File: src/rtl/flu_wb_arbiter.sv
// Writeback arbiter for the fixed-latency unit: the zero-latency path always wins,
// while multi-cycle results are bypassed or buffered in a small in-order FIFO.
module flu_wb_arbiter #(
  parameter int unsigned XLEN          = 64,
  parameter int unsigned TRANS_ID_BITS = 3,
  parameter int unsigned DEPTH         = 2,
  parameter int unsigned MAX_WAIT      = 4
) (
  input  logic                     clk_i,
  input  logic                     rst_ni,
  input  logic                     flush_i,
  input  logic                     single_valid_i,
  input  logic [XLEN-1:0]          single_result_i,
  input  logic [TRANS_ID_BITS-1:0] single_trans_id_i,
  input  logic                     mc_valid_i,
  output logic                     mc_ready_o,
  input  logic [XLEN-1:0]          mc_result_i,
  input  logic [TRANS_ID_BITS-1:0] mc_trans_id_i,
  output logic                     wb_valid_o,
  output logic [XLEN-1:0]          wb_result_o,
  output logic [TRANS_ID_BITS-1:0] wb_trans_id_o,
  output logic                     wb_src_o,
  output logic                     hold_issue_o,
  output logic                     conflict_o
);

  localparam int unsigned PTR_W = (DEPTH > 1) ? $clog2(DEPTH) : 1;
  localparam int unsigned OCC_W = $clog2(DEPTH + 1);
  localparam int unsigned CNT_W = $clog2(MAX_WAIT + 1);

  logic [XLEN-1:0]          mem_result_q [DEPTH];
  logic [TRANS_ID_BITS-1:0] mem_id_q     [DEPTH];
  logic [PTR_W-1:0]         rd_ptr_q, wr_ptr_q;
  logic [OCC_W-1:0]         occ_q;
  logic [CNT_W-1:0]         cnt_q;
  logic                     empty, full, mc_fire, push, pop;

  assign empty        = (occ_q == '0);
  assign full         = (occ_q == OCC_W'(DEPTH));
  assign mc_ready_o   = !full;
  assign mc_fire      = mc_valid_i && mc_ready_o;
  assign hold_issue_o = (cnt_q == CNT_W'(MAX_WAIT)) && !empty;
  assign conflict_o   = rst_ni && single_valid_i && (mc_valid_i || !empty) && !flush_i;

  // Outputs are gated by reset so they read idle as soon as rst_ni drops.
  always_comb begin
    push          = 1'b0;
    pop           = 1'b0;
    wb_valid_o    = 1'b0;
    wb_result_o   = '0;
    wb_trans_id_o = '0;
    wb_src_o      = 1'b0;
    if (rst_ni && !flush_i) begin
      if (single_valid_i) begin
        wb_valid_o    = 1'b1;
        wb_result_o   = single_result_i;
        wb_trans_id_o = single_trans_id_i;
        push          = mc_fire;
      end else if (!empty) begin
        wb_valid_o    = 1'b1;
        wb_result_o   = mem_result_q[rd_ptr_q];
        wb_trans_id_o = mem_id_q[rd_ptr_q];
        wb_src_o      = 1'b1;
        pop           = 1'b1;
        push          = mc_fire;
      end else if (mc_valid_i) begin
        wb_valid_o    = 1'b1;
        wb_result_o   = mc_result_i;
        wb_trans_id_o = mc_trans_id_i;
        wb_src_o      = 1'b1;
      end
    end
  end

  always_ff @(posedge clk_i) begin
    if (push) begin
      mem_result_q[wr_ptr_q] <= mc_result_i;
      mem_id_q[wr_ptr_q]     <= mc_trans_id_i;
    end
  end

  // Starvation counter only runs while a buffered result keeps losing to the single path.
  always_ff @(posedge clk_i or negedge rst_ni) begin
    if (!rst_ni) begin
      rd_ptr_q <= '0;
      wr_ptr_q <= '0;
      occ_q    <= '0;
      cnt_q    <= '0;
    end else if (flush_i) begin
      rd_ptr_q <= '0;
      wr_ptr_q <= '0;
      occ_q    <= '0;
      cnt_q    <= '0;
    end else begin
      if (push) wr_ptr_q <= (wr_ptr_q == PTR_W'(DEPTH - 1)) ? '0 : wr_ptr_q + 1'b1;
      if (pop)  rd_ptr_q <= (rd_ptr_q == PTR_W'(DEPTH - 1)) ? '0 : rd_ptr_q + 1'b1;
      occ_q <= occ_q + OCC_W'(push) - OCC_W'(pop);
      if (pop || empty) cnt_q <= '0;
      else if (single_valid_i && cnt_q != CNT_W'(MAX_WAIT)) cnt_q <= cnt_q + 1'b1;
    end
  end

  hold_protocol: assert property (@(posedge clk_i) disable iff (!rst_ni)
    !(hold_issue_o && single_valid_i));

endmodule

File: config.mk
export PLATFORM = sky130hd
export DESIGN_NAME = flu_wb_arbiter
export DESIGN_NICKNAME = d
export VERILOG_FILES = /design/src/rtl/flu_wb_arbiter.sv
export SDC_FILE = /design/constraint.sdc
export NUM_CORES = 1
export LEC_CHECK = 0
export CAP_MARGIN = 20
export CORE_ASPECT_RATIO = 1.4
export CORE_UTILIZATION = 51
export DETAILED_ROUTE_END_ITERATION = 7
export PLACE_DENSITY_LB_ADDON = 0.25
export SLEW_MARGIN = 25
export SYNTH_ARGS = -nofsm -noshare
export SYNTH_HDL_FRONTEND = slang
export SYNTH_SLANG_ARGS = --single-unit
export TNS_END_PERCENT = 50
File: constraint.sdc
create_clock -name clk_i -period 8.1 [get_ports clk_i]
set_clock_uncertainty 0.1 [all_clocks]
set_input_delay 1.62 -clock clk_i [delete_from_list [all_inputs] [get_ports clk_i]]
set_output_delay 1.62 -clock clk_i [all_outputs]
set_load 0.01 [all_outputs]
Yosys cells after proc, flatten, opt, wreduce, memory -nomap -nowiden

Memories as Yosys holds them, arrays and structs flattened.
Index checks and enable logic that the tools add are counted.

Register bits: 7
Memory bits (writable): 134
Output and inout bits: 72
Word-level logic and storage cells: 62
Memories kept: 2

Add/subtract/negate cells: 5
Equal/unequal tests: 3
Muxes and demuxes: 32
Reductions and logical operators: 16

Memory list:

| memory       | words | width | rd ports | clocked after Yosys merged registers in | wr ports | line | source |
|---|---|---|---|---|---|---|---|
| mem_result_q | 2     | 64    | 1        | 0                                       | 1        | 31   | `logic [XLEN-1:0] mem_result_q [DEPTH];` |
| mem_id_q     | 2     | 3     | 1        | 0                                       | 1        | 32   | `logic [TRANS_ID_BITS-1:0] mem_id_q [DEPTH];` |

Operators by type and width:

| kind                  | count |
|---|---|
| $mux W64              | 4 |
| $mux W3               | 7 |
| $mux W1               | 20 |
| $logic_and A1 B1 Y1   | 7 |
| $reduce_bool A2 Y1    | 2 |
| $add A3 B1 Y3 const B | 1 |
| $eq A3 B3 Y1 const B  | 1 |
| $logic_not A1 Y1      | 3 |
| $ne A3 B3 Y1 const B  | 1 |
| $reduce_bool A3 Y1    | 1 |
| $add A1 B1 Y1 const B | 2 |
| $add A2 B1 Y2         | 1 |
| $eq A2 B2 Y1 const B  | 1 |
| $logic_not A2 Y1      | 1 |
| $logic_or A1 B1 Y1    | 2 |
| $mux W2               | 1 |
| $sub A2 B1 Y2         | 1 |

Longest topological paths before layout

Gate-level depths: netlist of run 1.

Word-level depth: 9
Depth in mapped cells: 9

Worst setup path after synthesis of run 1

No wires, ideal clock.

Kind: input port to flip-flop
From: input port single_valid_i
To: memory mem_id_q[0][0] (enable)
Setup time: 0.493 ns
Data arrival time: 4.974 ns
Path slack: 2.534 ns
Cell stages on the path: 4
Path buffers: 1
Cell sequence: clkbuf_1 nor2b_1 o211ai_1 nor2_1

Longest elaborated chain between the ends: 4

RTL lines:

| element                       | line | source |
|---|---|---|
| start, declared               | 12   | `input logic single_valid_i,` |
| $mux W1                       | 54   | `if (single_valid_i) begin` |
| $mux W1                       | 53   | `if (rst_ni && !flush_i) begin` |
| $mux W1                       | 76   | `if (push) begin` |
| $mux W1 (not written as such) | 78   | `mem_id_q[wr_ptr_q] <= mc_trans_id_i;` |
| end, declared                 | 32   |  |

Every way passes these cells.

Final worst setup path of run 1

From: input port rst_ni
To: output port wb_result_o[46]

Longest elaborated chain between the ends: 2

RTL lines:

| element             | line | source |
|---|---|---|
| start, declared     | 10   | `input logic rst_ni,` |
| $logic_and A1 B1 Y1 | 53   |  |
| $mux W64            | 53   |  |
| end, declared       | 20   | `output logic [XLEN-1:0] wb_result_o,` |

Every way passes these cells.

==> out/metrics.yaml, run 1 <==
pwr:
  intPower_mw: 1.42
  post-layout-total-power_mw: 1.81
  p_switching_mw: 0.398
  power_density_mw_per_mm2: 189
  max-vdd-ir-drop_mv: 0.153
  power.sequential.fraction_pct: 45.0
  power.share.switching_pct: 21.9
  combPwrFrac_pct: 12.4
  clock_power_share_pct: 42.7
  leakagePower_nw: 3.38
timing:
  slew_at_the_pin_closest_to_its_max_slew_limit_ns: 0.974
  slew_headroom_pct: 35.0
  report.final.hold_viol_count: 0
  totalNegativeSetupSlack_ns: 0
  slew_viol_final: 0
  finalWorstPathRequiredPeriod_ns: 6.37
  rsz_0062_raised_after_global_routing: "no"
  setup-violations-final: 0
  maxClockFrequency_ghz: 0.157
  final_clock_period_utilization_by_the_worst_path_pct: 78.6
  final_ws_setup_ns: 1.73
final_layout:
  layout.area.seq_mm2: 0.00420
  antenna_cells: 0
  signed_area_change_from_the_synthesized_netlist_to_the_final_layout_pct: 40.8
  multi_input_area_mm2: 0.00240
  final_net_count: 897
  most_frequent_cells_in_the_layout: "clkdlybuf4s50_1, nand2_1, edfxtp_1, mux2i_1, a32o_1"
  fillCellCount: 886
  final_layout_size_suffix_gt1_share_pct: 5.87
  layout.cells.most_common: "clkdlybuf4s50_1"
die:
  starting_density_pct: 52.8
  die_x_um: 99.8
  site_rows: 49
  io-pin-count: 211
  placeableCoreArea_mm2: 0.0129
  die_height_um: 139
  fp.dieArea_mm2: 0.0139
worst_setup_path:
  timing.critical_path.mode_cell: "clkdlybuf4s50_1"
  timing.critical_path.arrival_ns: 4.65
  setup.reg_to_reg.worst_slack_ns: 5.34
  number_of_buffers_and_inverters_on_the_critical_path: 3
  worst-endpoint-required_ns: 6.38
  maximum_fanout_along_the_worst_path: 51
  r2r_start: "occ_q[1]$_DFF_PN0_"
  end_kind: "primary output"
  critPathSlowestCell: "and2_2"
  worstPathCellList: "clkdlybuf4s50_1 -> nor2b_1 -> and2_2 -> buf_4 -> a32o_1 -> clkdlybuf4s50_1"
  critical-path-top-delay-family: "buffers and inverters"
  worst-r2r-cell-count: 4
  crit_type: "primary input to primary output"
  crit_end: "wb_result_o[46]"
  cpPeakStageDelay_ns: 0.85
  timing.rr.end: "mem_result_q[0][45]$_DFFE_PP_"
  crit_path_start: "rst_ni"
  start_kind: "primary input"
  cp.depth: 6
clocking:
  cts.clk_slew.worst_paths_ns: 0.06
  setup_buffers_after_cts: 0
  clk_latency_ns: 0.42
  max_h_tree_level: 4
  clock_tree.buffer_depth: 2
  clock_sink_count: 141
  cts_made_buffers: 17
  tritoncts: "yes"
  library_cell_used_as_clock_root_buffer: "clkbuf_16"
  cts_hold_buffers: 0
  ctsResizeCount: 0
placement:
  place.port_buffers: 210
  dpl.hpwl_mm: 10.9
  place_ws_ns: 1.72
  place_congestion: 0.732
drt:
  drt_initial_violations: 261
  route.detailed.drc: 0
  viasPerCell: 5.50
  drt-total-wl_mm: 16.7
  post_detailed_route_count_of_antenna_violating_nets: 0
  drt_first_pass_iters: 4
  route.detailed.wl_per_inst_um: 17.7
  route.vias.total: 5193
synthesis:
  avgSynthCellArea_um2: 12.1
  synthDistinctLibCells: 28
  syn-instance-count: 564
  synth.cell_area_mm2: 0.00683
  asyncSetResetFlopFracSynth_pct: 4.96
  synth.yosys.seq_area_share_pct: 61.5
  postSynthNetCount: 707
  ys_dominant_reg_cell: "edfxtp_1"
  postSynthRegisterBits: 141
  synth_edf_count: 134
  yosysWarnings: 0
grt:
  global_route_wire_length_before_repair_mm: 26.3
  grt_start_max_net_pins: 72
  antenna_found_initial: 0
  grtUsageTotal_pct: 24.9
  via_count_of_the_first_global_routing_pass: 5364
  globalRoute.totalOverflow: 0
outcome:
  run_status: "finished, final reports clean"
run:
  max-cap-violations: 0
min_path:
  hold_path.class: "flip-flop to flip-flop"
## how the worst min path moves through the flow
stage                         startpoint              endpoint  slack [ns]  cells after the start
CTS                 wr_ptr_q$_DFFE_PN0P_  wr_ptr_q$_DFFE_PN0P_        0.47                      1
global placement    cnt_q[1]$_DFFE_PN0P_  cnt_q[1]$_DFFE_PN0P_        0.43                      2
global route        wr_ptr_q$_DFFE_PN0P_  wr_ptr_q$_DFFE_PN0P_        0.53                      1
finish              wr_ptr_q$_DFFE_PN0P_  wr_ptr_q$_DFFE_PN0P_        0.47                      1
detailed placement  wr_ptr_q$_DFFE_PN0P_  wr_ptr_q$_DFFE_PN0P_        0.46                      1
floorplan           wr_ptr_q$_DFFE_PN0P_  wr_ptr_q$_DFFE_PN0P_        0.37                      1
## stage by stage
step	utilization, %	std cells	cell area [µm²]	hold WS [ns]
finish	74.3	945	9620	0.469
global route	74.3	945	9620	0.526
CTS	74.3	945	9620	0.472
detailed placement	69.7	913	9020	0.464
global placement	69.5	912	8990	0.433
floorplan	-	564	6830	0.369
## registers in the layout, summed over array words and instances, names as in the netlist
name,flops
wr_ptr_q,1
mem_result_q,128
rd_ptr_q,1
occ_q,2
mem_id_q,6
cnt_q,3
## synth_stat cells, types with 2 or more instances
cell type	number	area share, %
clkbuf_1	20	1.1
a32o_1	67	9.8
o21a_1	2	0.22
buf_6	3	0.49
nand2_1	201	11
edfxtp_1	134	59
dfrtp_1	7	2.6
and2_1	2	0.18
xnor2_1	2	0.26
nor2b_1	3	0.27
ha_1	4	0.73
inv_1	5	0.27
nand2b_1	3	0.27
buf_2	18	1.3
buf_4	6	0.66
mux2i_1	70	10
nor2_1	6	0.33
## metal layers
metal  vias to the layer above  global-route usage, %  part of all wire, %
met1                      2466                   27.7                   37
met2                       223                   44.9                   54
met3                        32                   5.34                  6.1
li1                       2472                      -                    -
met4                         0                   10.8                  2.4
met5                         -                      0                    0
## cell type report
class | count | share of cell area (%)
well taps | 178 | 2.32
clock inverters | 14 | 1.76
multi-input cells | 371 | 24.9
inverters | 5 | 0.195
repair buffers | 218 | 22.6
flip-flops and latches | 141 | 43.7
clock buffers | 18 | 4.46
## cell families (layout without fill, tap and decap cells)
kind of cell	Yosys count	in the layout	share of synthesized area, %
mux	70	70	10.3
flops	141	141	61.5
buf+inv	52	255	3.85
fa+ha+maj	4	4	0.733
simple gates	220	220	12.7
xor+xnor	3	3	0.385
compound gates	74	74	10.6
## power groups by stage
stage	clock, mW	sequential [mW]	combinational (mW)
after floorplan	0	0.828	0.0970
final	0.774	0.815	0.225
after global placement	0	0.832	0.215
after detailed placement	0	0.830	0.224
after global routing	0.812	0.816	0.243
after CTS	0.783	0.815	0.226
Power figures use the tool's default switching activity.
==> run 2, diff against run 1 <==
CORE_UTILIZATION = 43   (was 51)
clock period = 5.3 ns   (was 8.1 ns; I/O delays follow)
==> out/metrics.yaml, run 2 (synthesis gave the netlist of run 1 again) <==
min_path:
  whs_endpoint: "wr_ptr_q$_DFFE_PN0P_"
  worstHoldPathCells: 1  # unchanged
  hold_path.class: "flip-flop to flip-flop"
  timing.hold.worst.start: "wr_ptr_q$_DFFE_PN0P_"
die:
  die_height_um: 151  # +8.8%
  site_rows: 54  # +10%
  io-pin-count: 211  # unchanged
  placeableCoreArea_mm2: 0.0155  # +20%
  die_x_um: 109  # +8.7%
  fp.dieArea_mm2: 0.0164  # +18%
  starting_density_pct: 43.9  # -8.8 points
final_layout:
  max_flop_register: "mem_result_q"
  most_frequent_cells_in_the_layout: "clkdlybuf4s50_1, nand2_1, edfxtp_1, mux2i_1, a32o_1"
  layout.cells.most_common: "clkdlybuf4s50_1"
  largest_register_ff_count: 128  # unchanged
  largest_registers: "mem_result_q: 128 flops, mem_id_q: 6 flops, cnt_q: 3 flops"
  fillCellCount: 1257  # +42%
  postLayoutCoreUtil_pct: 62.4  # -12 points
  final_net_count: 903  # +0.67%
  signed_area_change_from_the_synthesized_netlist_to_the_final_layout_pct: 42.1
  multi_input_area_mm2: 0.00240  # +0.10%
  antenna_cells: 0  # unchanged
  final_layout_size_suffix_gt1_share_pct: 6.60  # +0.73 points
  final_cell_count_no_fill: 969  # +2.5%
  layout.area.seq_mm2: 0.00420  # unchanged
grt:
  via_count_of_the_first_global_routing_pass: 5280  # -1.6%
  grt_start_max_net_pins: 72  # unchanged
  globalRoute.totalOverflow: 0  # unchanged
  antenna_found_initial: 0  # unchanged
  global_route_wire_length_before_repair_mm: 25.9  # -1.2%
  grtUsageTotal_pct: 21.0  # -3.9 points
timing:
  maxClockFrequency_ghz: 0.215
  finalWorstPathRequiredPeriod_ns: 4.65
  totalNegativeSetupSlack_ns: 0  # unchanged
  report.final.hold_viol_count: 0  # unchanged
  rsz_0062_raised_after_global_routing: "no"
  setup-violations-final: 0  # unchanged
  slew_at_the_pin_closest_to_its_max_slew_limit_ns: 0.780  # -0.195 ns
  hold-worst-slack_ns: 0.456  # -0.0127 ns
  slew_viol_final: 0  # unchanged
  final_clock_period_utilization_by_the_worst_path_pct: 87.8
  slew_headroom_pct: 48.0  # +13 points
drt:
  drt_initial_violations: 249  # -4.6%
  route.detailed.wl_per_inst_um: 17.3  # -2.0%
  route.vias.total: 5180  # -0.25%
  post_detailed_route_count_of_antenna_violating_nets: 0  # unchanged
  route.detailed.drc: 0  # unchanged
  viasPerCell: 5.35  # -2.7%
  drt-total-wl_mm: 16.8  # +0.49%
  drt_first_pass_iters: 4  # unchanged
placement:
  place_congestion: 0.757  # +3.4%
  count_of_placed_standard_cells_including_taps: 937  # +2.6%
  place.port_buffers: 210  # unchanged
  dpl.hpwl_mm: 11.4  # +4.5%
pwr:
  max-vdd-ir-drop_mv: 0.172  # +12%
  post-layout-total-power_mw: 2.77  # +53%
  leakagePower_nw: 3.41  # +0.88%
  power_density_mw_per_mm2: 285  # +51%
worst_setup_path:
  cpPeakStageDelay_ns: 0.73  # -0.12 ns
  timing.rr.end: "occ_q[1]$_DFF_PN0_"
  r2r_start: "occ_q[1]$_DFF_PN0_"
  timing.critical_path.mode_cell: "clkdlybuf4s50_1"
  setup.reg_to_reg.worst_slack_ns: 2.56  # -2.78 ns
  number_of_buffers_and_inverters_on_the_critical_path: 3  # unchanged
  crit_type: "primary input to primary output"
  worst-endpoint-required_ns: 4.14  # -2.24 ns
  critPathSlowestCell: "clkdlybuf4s50_1"
  start_kind: "primary input"
  critical-path-top-delay-family: "buffers and inverters"
  timing.critical_path.arrival_ns: 3.49  # -1.16 ns
  end_kind: "primary output"
  worst-r2r-cell-count: 9  # +5
  maximum_fanout_along_the_worst_path: 37  # -27%
  worstPathCellList: "clkdlybuf4s50_1 -> nor2b_1 -> and2_2 -> buf_12 -> a32o_1 -> clkdlybuf4s50_1"
clocking:
  setup_buffers_after_cts: 0  # unchanged
  cts.clk_slew.worst_paths_ns: 0.06  # about the same
  clk_latency_ns: 0.40  # -0.02 ns
  tritoncts: "yes"
  ctsResizeCount: 0  # unchanged
  cts_hold_buffers: 0  # unchanged
  library_cell_used_as_clock_root_buffer: "clkbuf_16"
  max_h_tree_level: 4  # unchanged
  clock_sink_count: 141  # unchanged
  clock_tree.buffer_depth: 2  # unchanged
  cts_made_buffers: 17  # unchanged
run:
  max-cap-violations: 0  # unchanged
outcome:
  run_status: "finished, final reports clean"
==> run 2: layout make-up <==
type / instances / area share (%)
Tap cell: 196 / 2.53
Clock inverter: 13 / 1.69
Clock buffer: 19 / 4.46
Multi-Input combinational cell: 371 / 24.7
Inverter: 5 / 0.193
Sequential cell: 141 / 43.3
Timing Repair Buffer: 224 / 23.1
==> run 2: through the flow <==
| stage | setup slack (ns) | instance area, µm² |
|---|---|---|
| after floorplan | 0.294 | 6830 |
| after detailed placement | 0.626 | 9100 |
| final | 0.649 | 9700 |
| after global routing | 0.454 | 9700 |
| after global placement | 0.751 | 9060 |
| after CTS | 0.621 | 9700 |
==> run 2: worst max-delay path by stage <==
stage / to / cells past startpoint / start / slack, ns
global placement: wb_result_o[54] / 6 / rst_ni / 0.75
finish: wb_result_o[32] / 6 / rst_ni / 0.65
CTS: wb_result_o[6] / 6 / rst_ni / 0.62
detailed placement: wb_result_o[6] / 6 / rst_ni / 0.63
floorplan: mem_id_q[0][0]$_DFFE_PP_ / 4 / single_valid_i / 0.29
global route: wb_result_o[48] / 6 / rst_ni / 0.45
==> run 2: power breakdown <==
part           internal, mW  switching, mW
combinational         0.190          0.158
sequential             1.24        0.00704
clock                 0.742          0.435
==> run 2: routing by layer <==
layer	vias to the layer above	GRT usage [%]	wire [µm]
met5	-	0	0
met4	0	6.76	193
met3	21	4.56	753
met2	152	40.4	9350
met1	2517	22.2	6470
li1	2490	-	-
==> run 3, diff against run 2 <==
MAX_ROUTING_LAYER = met4   (was unset)
==> out/metrics.yaml, run 3 (synthesis gave the netlist of run 1 again) <==
outcome:
  run_status: "finished, final reports clean"
timing:
  final_clock_period_utilization_by_the_worst_path_pct: 87.7  # about the same
  finalWorstPathRequiredPeriod_ns: 4.65  # -0.00329 ns
  report.final.hold_viol_count: 0  # unchanged
  totalNegativeSetupSlack_ns: 0  # unchanged
  maxClockFrequency_ghz: 0.215  # about the same
  rsz_0062_raised_after_global_routing: "no"
  slew_at_the_pin_closest_to_its_max_slew_limit_ns: 0.779  # -0.000238 ns
  final_ws_setup_ns: 0.652  # +0.00329 ns
  slew_headroom_pct: 48.0  # about the same
  setup-violations-final: 0  # unchanged
  slew_viol_final: 0  # unchanged
placement:
  dpl.hpwl_mm: 11.4  # unchanged
  postPlaceCellArea_mm2: 0.00910  # unchanged
  count_of_placed_standard_cells_including_taps: 937  # unchanged
  place_congestion: 0.766  # +1.3%
  place.port_buffers: 210  # unchanged
  place_ws_ns: 0.626  # unchanged
pwr:
  max-vdd-ir-drop_mv: 0.172  # +0.21%
  intPower_mw: 2.17  # about the same
  combPwrFrac_pct: 12.6  # about the same
  p_switching_mw: 0.598  # -0.28%
  power.sequential.fraction_pct: 45.0  # about the same
  power_density_mw_per_mm2: 285  # about the same
  clock_power_share_pct: 42.5  # about the same
  power.share.switching_pct: 21.6  # -0.047 points
  leakagePower_nw: 3.41  # unchanged
clocking:
  clock_sink_count: 141  # unchanged
  cts.clk_slew.worst_paths_ns: 0.06  # about the same
  setup_buffers_after_cts: 0  # unchanged
  cts_hold_buffers: 0  # unchanged
  ctsResizeCount: 0  # unchanged
  clock_tree.buffer_depth: 2  # unchanged
  tritoncts: "yes"
  max_h_tree_level: 4  # unchanged
  clk_latency_ns: 0.40  # about the same
  library_cell_used_as_clock_root_buffer: "clkbuf_16"
  cts_made_buffers: 17  # unchanged
worst_setup_path:
  timing.critical_path.arrival_ns: 3.49  # about the same
  start_kind: "primary input"
  crit_type: "primary input to primary output"
  setup.reg_to_reg.worst_slack_ns: 2.57  # about the same
  cpPeakStageDelay_ns: 0.73  # about the same
  maximum_fanout_along_the_worst_path: 37  # unchanged
  worst-r2r-cell-count: 9  # unchanged
  end_kind: "primary output"
  critPathSlowestCell: "clkdlybuf4s50_1"
  timing.critical_path.mode_cell: "clkdlybuf4s50_1"
  worst-endpoint-required_ns: 4.14  # about the same
  worstPathCellList: "clkdlybuf4s50_1 -> nor2b_1 -> and2_2 -> buf_12 -> a32o_1 -> clkdlybuf4s50_1"
die:
  placeableCoreArea_mm2: 0.0155  # unchanged
  die_height_um: 151  # unchanged
  site_rows: 54  # unchanged
  fp.dieArea_mm2: 0.0164  # unchanged
  io-pin-count: 211  # unchanged
  starting_density_pct: 43.9  # unchanged
  die_x_um: 109  # unchanged
drt:
  route.vias.total: 5184  # +0.077%
  post_detailed_route_count_of_antenna_violating_nets: 0  # unchanged
  route.detailed.wl_per_inst_um: 17.3  # about the same
  viasPerCell: 5.35  # about the same
  drt-total-wl_mm: 16.8  # about the same
  route.detailed.drc: 0  # unchanged
  drt_first_pass_iters: 4  # unchanged
  drt_initial_violations: 254  # +2.0%
final_layout:
  max_flop_register: "mem_result_q"
  final_layout_size_suffix_gt1_share_pct: 6.60  # unchanged
  antenna_cells: 0  # unchanged
  final_cell_count_no_fill: 969  # unchanged
  final_net_count: 903  # unchanged
  final_design_area_no_fill_mm2: 0.00970  # unchanged
  signed_area_change_from_the_synthesized_netlist_to_the_final_layout_pct: 42.1  # unchanged
  most_frequent_cells_in_the_layout: "clkdlybuf4s50_1, nand2_1, edfxtp_1, mux2i_1, a32o_1"
  largest_register_ff_count: 128  # unchanged
  layout.cells.most_common: "clkdlybuf4s50_1"
  largest_registers: "mem_result_q: 128 flops, mem_id_q: 6 flops, cnt_q: 3 flops"
min_path:
  worstHoldPathCells: 1  # unchanged
  hold_path.class: "flip-flop to flip-flop"
run:
  max-cap-violations: 0  # unchanged
grt:
  grt_start_max_net_pins: 72  # unchanged
  antenna_found_initial: 0  # unchanged
  via_count_of_the_first_global_routing_pass: 5286  # +0.11%
  global_route_wire_length_before_repair_mm: 25.9  # unchanged
  grtUsageTotal_pct: 21.6  # +0.66 points
  globalRoute.totalOverflow: 0  # unchanged
[run 3: cell counts in the layout (fill, tap and decap cells not counted)]
Identical to the previous run, type by type.
[run 3: power groups by stage]
| stage | Sequential (mW) | Combinational (mW) | Clock, mW |
|---|---|---|---|
| 2_1_floorplan | 1.27 | 0.148 | 0 |
| 6_report | 1.24 | 0.347 | 1.18 |
| 5_1_grt | 1.25 | 0.377 | 1.25 |
| 3_5_place_dp | 1.27 | 0.349 | 0 |
| 4_1_cts | 1.24 | 0.351 | 1.20 |
| 3_3_place_gp | 1.27 | 0.334 | 0 |
[run 3: worst max-delay path, delay by kind of cell]
family	cells	cell delay [ns]
AND/OR/NAND/NOR	2	0.69
buffers and inverters	3	1.53
AO/OA/AOI/OAI	1	0.17
[run 3: routing by layer]
layer	track usage, %	routed length (µm)
met3	4.39	649
met1	22.5	6520
met4	6.55	186
met2	40.4	9410
met5	-	0
[run 3: cell type report]
cell class	count	area [µm²]
Tap cell	196	245
Timing Repair Buffer	224	2240
Fill cell	1257	5840
Sequential cell	141	4200
Inverter	5	18.8
Clock inverter	13	164
Multi-Input combinational cell	371	2400
Clock buffer	19	433
[run 3: final timing paths]
kind / from / to
max: rst_ni / wb_result_o[32]
min: wr_ptr_q$_DFFE_PN0P_ / wr_ptr_q$_DFFE_PN0P_
max reg2reg: occ_q[1]$_DFF_PN0_ / occ_q[1]$_DFF_PN0_
min reg2reg: wr_ptr_q$_DFFE_PN0P_ / wr_ptr_q$_DFFE_PN0P_
max in group asynchronous: rst_ni / rd_ptr_q$_DFFE_PN0P_
min in group asynchronous: rst_ni / cnt_q[0]$_DFFE_PN0P_
[run 3: metrics by stage]
step	power (mW)	util, %	hold slack, ns
4_1_cts	2.80	62.4	0.461
5_1_grt	2.87	62.4	0.491
6_report	2.77	62.4	0.457
3_5_place_dp	1.62	58.6	0.453
2_1_floorplan	1.41	-	0.369
3_3_place_gp	1.61	58.3	0.431
